===== src/rtl/rr_mux_arb_pkg.sv =====
// Shared types for the round-robin mux arbiter: state encoding, requester count
// and the 2-bit select type that drives the shared 4:1 data mux.
package rr_mux_arb_pkg;

  localparam int N_REQ = 4;

  typedef logic [1:0] sel_t;

  typedef enum logic {
    IDLE  = 1'b0,
    GRANT = 1'b1
  } state_e;

  function automatic logic [N_REQ-1:0] sel_onehot(input sel_t s);
    logic [N_REQ-1:0] one;
    one = {{(N_REQ-1){1'b0}}, 1'b1};
    return one << s;
  endfunction

endpackage


===== src/rtl/rr_pick.sv =====
// Rotating first-one search: lowest offset from ptr (mod 4) with req set wins.
// Purely combinational, zero latency, no flow control.
module rr_pick
  import rr_mux_arb_pkg::*;
(
  input  logic [N_REQ-1:0] req,
  input  sel_t             ptr,
  output logic             found,
  output sel_t             idx
);

  // Scan from the farthest offset back to ptr so the nearest hit is written last.
  always_comb begin
    sel_t cand;
    found = 1'b0;
    idx   = ptr;
    cand  = ptr;
    for (int k = N_REQ - 1; k >= 0; k--) begin
      cand = ptr + sel_t'(k);
      if (req[cand]) begin
        found = 1'b1;
        idx   = cand;
      end
    end
  end

endmodule


===== src/rtl/rr_mux_arbiter.sv =====
// Round-robin arbiter with tenure limit driving a shared 4:1 data mux; grant is
// registered one cycle after req, dout combinational. Optional RR_MUX_ARBITER_LOCK_EN adds lock.
module rr_mux_arbiter
  import rr_mux_arb_pkg::*;
#(
  parameter int MAX_HOLD = 4,
  parameter int N_REQ    = 4
) (
  input  logic             clk,
  input  logic             rst,
`ifdef RR_MUX_ARBITER_LOCK_EN
  input  logic             lock,
`endif
  input  logic [N_REQ-1:0] req,
  input  logic [N_REQ-1:0] din,
  output logic [N_REQ-1:0] gnt,
  output logic [1:0]       sel,
  output logic             busy,
  output logic             dout
);

  localparam logic [3:0] HOLD_LIM = 4'(MAX_HOLD);

  state_e           state_q, state_d;
  sel_t             ptr_q, ptr_d;
  sel_t             sel_q, sel_d;
  logic [3:0]       cnt_q, cnt_d;
  logic [N_REQ-1:0] gnt_q, gnt_d;
  logic             busy_q, busy_d;

  logic             hold_expired;
  logic             release_w;
  sel_t             pick_ptr;
  logic             pick_found;
  sel_t             pick_idx;

`ifdef RR_MUX_ARBITER_LOCK_EN
  assign hold_expired = (cnt_q == HOLD_LIM) && !lock;
`else
  assign hold_expired = (cnt_q == HOLD_LIM);
`endif

  assign release_w = (state_q == GRANT) && (!req[sel_q] || hold_expired);

  // On release the search restarts just past the outgoing owner, in the same cycle.
  assign pick_ptr = (state_q == GRANT) ? sel_q + 2'd1 : ptr_q;

  rr_pick u_pick (
    .req   (req),
    .ptr   (pick_ptr),
    .found (pick_found),
    .idx   (pick_idx)
  );

  always_comb begin
    state_d = state_q;
    ptr_d   = ptr_q;
    sel_d   = sel_q;
    cnt_d   = cnt_q;
    gnt_d   = gnt_q;
    busy_d  = busy_q;

    case (state_q)
      IDLE: begin
        if (pick_found) begin
          state_d = GRANT;
          sel_d   = pick_idx;
          gnt_d   = sel_onehot(pick_idx);
          busy_d  = 1'b1;
          cnt_d   = 4'd1;
        end else begin
          gnt_d  = '0;
          busy_d = 1'b0;
        end
      end

      GRANT: begin
        if (release_w) begin
          ptr_d = sel_q + 2'd1;
          if (pick_found) begin
            sel_d = pick_idx;
            gnt_d = sel_onehot(pick_idx);
            cnt_d = 4'd1;
          end else begin
            state_d = IDLE;
            gnt_d   = '0;
            busy_d  = 1'b0;
            cnt_d   = 4'd0;
          end
        end else if (cnt_q != HOLD_LIM) begin
          // Saturates under lock so the count never wraps past the limit.
          cnt_d = cnt_q + 4'd1;
        end
      end

      default: begin
        state_d = IDLE;
        gnt_d   = '0;
        busy_d  = 1'b0;
        cnt_d   = 4'd0;
      end
    endcase
  end

  always_ff @(posedge clk) begin
    if (rst) begin
      state_q <= IDLE;
      ptr_q   <= 2'd0;
      sel_q   <= 2'd0;
      cnt_q   <= 4'd0;
      gnt_q   <= '0;
      busy_q  <= 1'b0;
    end else begin
      state_q <= state_d;
      ptr_q   <= ptr_d;
      sel_q   <= sel_d;
      cnt_q   <= cnt_d;
      gnt_q   <= gnt_d;
      busy_q  <= busy_d;
    end
  end

  assign gnt  = gnt_q;
  assign sel  = sel_q;
  assign busy = busy_q;
  assign dout = busy_q ? din[sel_q] : 1'b0;

endmodule


===== config.mk =====
export PLATFORM = sky130hd
export DESIGN_NAME = rr_mux_arbiter
export DESIGN_NICKNAME = d
export VERILOG_FILES = /design/src/rtl/rr_mux_arb_pkg.sv /design/src/rtl/rr_pick.sv /design/src/rtl/rr_mux_arbiter.sv
export SDC_FILE = /design/constraint.sdc
export NUM_CORES = 1
export LEC_CHECK = 0
export CAP_MARGIN = 20
export CORE_MARGIN = 8
export CORE_UTILIZATION = 30
export DETAILED_ROUTE_END_ITERATION = 12
export SYNTH_ARGS = -nofsm -noshare
export SYNTH_HDL_FRONTEND = slang
export SYNTH_SLANG_ARGS = --single-unit

===== constraint.sdc =====
create_clock -name clk -period 2 [get_ports clk]
set_clock_uncertainty 0.05 [all_clocks]
set_input_delay 0.3 -clock clk [delete_from_list [all_inputs] [get_ports clk]]
set_output_delay 0.3 -clock clk [all_outputs]
set_load 0.02 [all_outputs]

==> impl_results.md, run 1 <==
- Slew HR: 64.76%
- Largest cells by area after synthesis: dfxtp_1 (32%), nand3b_1 (4.3%), a21oi_1 (3.4%)
- I/O pin total: 18
- Syn Nets: around 110
- Max-cap violations: 0
- Worst Setup End Kind: output port
- Gate Count Post-Synth: 99
- RSZ-0062 raised after global routing: no
- Setup TNS: 0 ns
- Antenna violations before repair: 0
- Die span in x: 69.92 um
- DR WL/cell: about 14 um
- Vias: ~820
- Post-synthesis xor/xnor area fraction: 1.004%
- Simple-Gate Fraction of Synth Area: 29.99%
- CP required: 1.65 ns
- Seq/Total Area, Yosys: 32.14%
- Pwr dens: 638.5 nW/um2
- Tcrit/Tclk final: 92.94%
- Fmax: roughly 0.54 GHz
- Rows: 19
- Worst setup path class: in -> out
- Nets@finish: 140
- Leakage: 0.4630 nW
- Buf+Inv Stages, Crit Path: 2
- Outcome: finished, final reports clean
- Detailed Route Iter0 Violations: 17
- Worst skew pair latency: 0.28 ns
- Antenna Cells: 0
- Inst Count DP: 154
- DR vias/cell: 5.217
- Buffer depth of the longest clock path: 2
- Post-detail-place hpwl: 1739 um
- Asr flop ratio synth: 0%
- Synth cell types: 38
- CTS H-tree depth: 1
- Adder-Cell Fraction of Synth Area: between 2 and 3%
- Most frequent cell after synthesis: dfxtp_1
- Average size of a mapped cell: 8.809 um2
- Post-layout util: 42.24%
- Worst R2R Path Depth: 6
- Die area: about 4900 um2
- Synth Cell Area: 872.1 um2
- Max Slew Vio Count: 0
- Crit path cell chain: clkdlybuf4s50_1, mux4_1, and2_1, clkbuf_2
- Non-Filler Instances: 157
- Worst slew pin tran: 0.5286 ns
- Area grow syn2layout: 33.57%
- Largest area contributor in the netlist: dfxtp_1
- Critical path depth in cells: 4
- Final GP Congestion: between 0.8 and 0.9
- Main combinational cell family by area after synthesis: simple AND/OR/NAND/NOR gates
- Post-route ant nets: 0
- Crit path largest cell delay: about 0.48 ns
- Pre-Repair DR Iteration Count: 4
- Vias in the first global route: 800
- Largest net degree at the start of global routing: 14
- Most used DFF post-synth: dfxtp_1
- Post-route DRC: 0
- Core region area: 2758 um2
- Worst-path fanout max: 1
- Cts hold-fix bufs: 0
- Post-synthesis mux area share: under 10%
- CTS Buf Count: 3
- Fill cells: 278
- Critical Path Source Type: input port
- CTS tree: done
- First-pass GRT wire length: between 3000 and 4000 um
- Share of the synthesized area in the top cell type: 32.14%
- Synth Area in Compound Gates: 18.22%
- CTS root buf: clkbuf_4
- Die height: 69.92 um
- Fin. Hold Viols: 0
- Post-synth top cells: dfxtp_1 (14), nand2_1 (7), nor2_1 (7)
- CP top delay family: buffers and inverters
- Yosys reg bits: 14
- Crit path time final: approximately 1.9 ns
- R2r setup slk: 0.19 ns
- Slowest cell on crit path: mux4_1
- Global route overflow: 0
- DRT Wirelength: 2210 um
- Port bufs: 17
- Final setup vio count: 0
- Initial core utilization: approximately a third
- Maximum VDD drop: 502.8 uV
- Ys Warns: 0
- Clock-pin slew on the worst setup and hold paths: 0.08 ns
- Gr usage total: 8.679%
- Sink Count: 14
- EDFF count, synth: 0
- HP Class: reg -> reg
- Post-CTS Setup Inserts: 0
- Share of layout cells above drive strength 1: 16.67%
- WHS Path Cells: 2
- CP arrival: about 1.5 ns
-- cells in the final DEF, fill, tap and decap left out, types with 2 or more instances in the layout --
cell,netlist,final
nand2b_1,4,4
nor2_1,7,7
clkdlybuf4s50_1,0,16
nor3_1,2,2
nand2_1,7,7
a221oi_1,2,2
nor2b_1,2,2
a32oi_1,2,2
a21oi_1,6,6
mux2i_1,3,3
buf_4,0,11
dfxtp_1,14,14
clkbuf_4,0,3
o21ai_1,3,3
nand3_1,5,5
inv_1,6,6
and2_1,2,2
nand3b_1,5,5
o21ai_0,3,3
a311oi_1,2,2
ha_1,2,2
-- timing repair --
action,in CTS,in global routing
cloned,0,0
resized for setup,2,1
setup endpoints to repair,1,1
-- area by class of cell --
class	count	area [um2]	share of cell area, %
flip-flops and latches	14	280.3	24.06
inverters	6	22.52	1.933
multi-input cells	74	533.0	45.76
well taps	31	38.79	3.330
repair buffers	29	267.8	22.99
clock buffers	3	22.52	1.933
-- kinds of logic (layout without fill, tap and decap cells) --
family          after synthesis  in the layout
compound gates               24             24
xor+xnor                      1              1
fa+ha+maj                     2              2
buf+inv                      11             38
flops                        14             14
mux                           5              5
simple gates                 42             42
-- worst min-delay path: cells and delay by family (launching register included) --
family	cells	cell delay (ns)
AO/OA/AOI/OAI	1	0.05
AND/OR/NAND/NOR	1	0.07
flip-flops	1	0.32
-- worst paths after layout --
kind | start | end
max | din[0] | dout
min | gnt[1] | gnt[1]
max reg2reg | cnt_q[0] | cnt_q[3]
min reg2reg | gnt[1] | gnt[1]
-- layer usage --
layer	up-vias	global-route usage (%)	part of all wire (%)
li1	415	-	-
met1	391	9.539	43
met2	13	15.33	52
met3	0	3.672	4.9
met4	0	1.339	0
met5	-	0	0
-- stage by stage --
stage | instance area (um2) | hold WS [ns] | power, mW | setup WS (ns)
6_report | 1165 | 0.4377 | 0.7438 | 0.1412
5_1_grt | 1165 | 0.4551 | 0.7821 | 0.04514
4_1_cts | 1170 | 0.4365 | 0.7493 | 0.009999
3_5_place_dp | 1147 | 0.4192 | 0.5905 | -0.2417
3_3_place_gp | 1147 | 0.4112 | 0.5878 | -0.2411
2_1_floorplan | 872.1 | 0.3570 | 0.4846 | 0.1944
-- flip-flops by register name (all words and copies together) (netlist names) --
signal	cells
cnt_q	4
gnt	4
ptr_q	2
sel	2
busy	1
state_q	1
-- power breakdown --
group	internal, mW	total (mW)	switching (mW)
combinational	0.128	0.257	0.128
clock	0.0699	0.163	0.0929
sequential	0.303	0.325	0.0219
Power figures use the tool's default switching activity.
==> run 2: changes to the inputs <==
--- a/config.mk
+++ b/config.mk
@@ -5,6 +5,7 @@
 export SDC_FILE = /design/constraint.sdc
 export NUM_CORES = 1
 export LEC_CHECK = 0
+export ABC_CLOCK_PERIOD_IN_PS = 2000
 export CAP_MARGIN = 20
 export CORE_MARGIN = 8
 export CORE_UTILIZATION = 30
==> results of run 2 <==
No change in the layout: final DEF, timing and power equal those of run 1.
==> run 3: changes to the inputs <==
--- a/config.mk
+++ b/config.mk
@@ -5,7 +5,7 @@
 export SDC_FILE = /design/constraint.sdc
 export NUM_CORES = 1
 export LEC_CHECK = 0
-export ABC_CLOCK_PERIOD_IN_PS = 2000
+export ABC_CLOCK_PERIOD_IN_PS = 1700
 export CAP_MARGIN = 20
 export CORE_MARGIN = 8
 export CORE_UTILIZATION = 30
==> constraint.sdc (replaced) <==
create_clock -name clk -period 1.7 [get_ports clk]
set_clock_uncertainty 0.05 [all_clocks]
set_input_delay 0.255 -clock clk [delete_from_list [all_inputs] [get_ports clk]]
set_output_delay 0.255 -clock clk [all_outputs]
set_load 0.02 [all_outputs]
==> run 3 against run 2 <==
Net effect:
- flip-flop and latch count stayed put
- combinational power is 38% higher
- sequential power is 18% higher
- worst hold slack worse by 0.0018 ns
- critical path depth is 1 lower
- final cell count is 0.64% higher
- core utilization is 3.5 points higher
- critical path type is now reg -> out
- largest cell class unchanged
- largest power group unchanged
- highest routed layer is now met4
==> impl_results.md, run 3 (same netlist as run 1, synthesis figures left out) <==
- R2R Path Start: sel[1]
- I/O pin total: 18
- Rows: 19
- First-pass GRT wire length: 3629 um
- Max Slew Vio Count: 0
- Share of layout cells above drive strength 1: 30.71%
- Fmax: between 0.5 and 0.6 GHz
- RSZ-0062 raised after global routing: yes
- Fin Hold WS: ~0.44 ns
- Initial core utilization: 31.62%
- Vias in the first global route: 807
- DRT Wirelength: 2295 um
- Fill cells: 271
- Post-layout util: 45.74%
- Worst Setup End Kind: output port
- Leakage: a little over 0.5 nW
- CTS root buf: clkbuf_4
- DR vias/cell: 5.203
- Clock-pin slew on the worst setup and hold paths: 0.08 ns
- Crit path time final: between 1.5 and 2 ns
- Crit path largest cell delay: 0.49 ns
- Antenna Cells: 0
- Outcome: finished, final reports clean
- Die area: around 4900 um2
- Worst R2R End: gnt[0]
- CTS Buf Count: 3
- Pwr dens: 732.3 nW/um2
- HP Class: reg -> reg
- Non-Filler Instances: 158
- Max-cap violations: 0
- Worst R2R Path Depth: 6
- Post-route DRC: 0
- Worst setup path class: reg -> out
- Final GP Congestion: 0.7705
- Die span in x: 69.92 um
- Vias: 822
- Nets@finish: 141
- Sink Count: 14
- Port bufs: 17
- Maximum VDD drop: 506.9 uV
- Core region area: 2758 um2
- Commonest non-fill, non-tap cell in the layout: clkdlybuf4s50_1
- DR WL/cell: 14.53 um
- Worst-path fanout max: 2
- Slew HR: 80.01%
- CTS tree: done
- CP required: 1.39 ns
- CP arrival: 1.39 ns
- Gr usage total: slightly below 9%
- Pre-Repair DR Iteration Count: 6
- Tcrit/Tclk final: 99.78%
- Slowest cell on crit path: mux4_2
- Worst skew pair latency: 0.28 ns
- Largest net degree at the start of global routing: 14
- Setup TNS: 0 ns
- Buffer depth of the longest clock path: 2
- R2r setup slk: 0.06 ns
- Post-detail-place hpwl: 1702 um
- Total Power: 0.9236 mW
- Area grow syn2layout: 44.62%
- Post-route ant nets: 0
- Detailed Route Iter0 Violations: 18
- Final setup vio count: 0
- Global route overflow: 0
- Most frequent cells in the layout: clkdlybuf4s50_1 (12), dfxtp_1 (11), buf_4 (11), nand2_1 (7), nor2_1 (7)
- CP startpoint: sel[0]
- Antenna violations before repair: 0
- Critical Path Source Type: register
- CTS H-tree depth: 1
- CP top delay family: multiplexers
- Crit path cell chain: mux4_2, and2_4, buf_6
- Critical path depth in cells: 3
- Buf+Inv Stages, Crit Path: 1
- Critical path endpoint: dout
- Fin. Hold Viols: 0
- Inst Count DP: 154
- Die height: ~70 um
- Worst slew pin tran: between 0.2 and 0.3 ns
[run 3: how the worst min path moves through the flow]
stage | from | slack (ns) | to | depth (start not counted)
floorplan | rst | 0.31 | state_q | 1
global placement | gnt[1] | 0.42 | gnt[1] | 2
detailed placement | cnt_q[3] | 0.42 | cnt_q[3] | 1
CTS | cnt_q[3] | 0.43 | cnt_q[3] | 1
global route | gnt[3] | 0.46 | gnt[3] | 2
finish | gnt[3] | 0.44 | gnt[3] | 2
[run 3: metrics by stage]
| stage | setup WS [ns] | instance area, um2 |
|---|---|---|
| after floorplan | 0.005768 | 873.3 |
| after global placement | -0.4499 | 1136 |
| after detailed placement | -0.4449 | 1136 |
| after CTS | -0.004080 | 1170 |
| after global routing | -0.05714 | 1261 |
| final | 0.003681 | 1261 |
[run 3: final cells by class]
cell class / count / area, um2 / share of cell area [%]
clock buffer: 3 / 22.52 / 1.786
sequential: 14 / 289.0 / 22.92
multi-input combinational: 74 / 609.3 / 48.31
inverter: 6 / 22.52 / 1.786
tap: 31 / 38.79 / 3.075
timing repair buffer: 30 / 279.0 / 22.12
[run 3: repair_timing]
action                     CTS  global route
cloned                       0             0
buffers inserted             0             2
resized for setup           15            19
pin swaps                    2             5
hold endpoints to repair     0             0
hold buffers                 0             0
setup endpoints to repair   12            10
[run 3: report_power, final]
part	leakage, nW	internal (mW)	switching, mW
registers	0.116	0.357	0.0274
clock network	0.0138	0.0821	0.103
logic	0.381	0.179	0.175
[run 3: tightest hold or removal path, delay by kind of cell, from the launching register on]
kind,cells,cell delay [ns]
flip-flops,1,0.32
AND/OR/NAND/NOR,1,0.07
AO/OA/AOI/OAI,1,0.06
[run 3: routing by layer]
layer  track usage (%)  up-vias  share of wire (%)
met2             13.50       17                 49
met3             2.825        6                3.5
met1             10.47      389                 46
li1                  -      410                  -
met4             4.464        0                2.0
met5                 0        -                  0
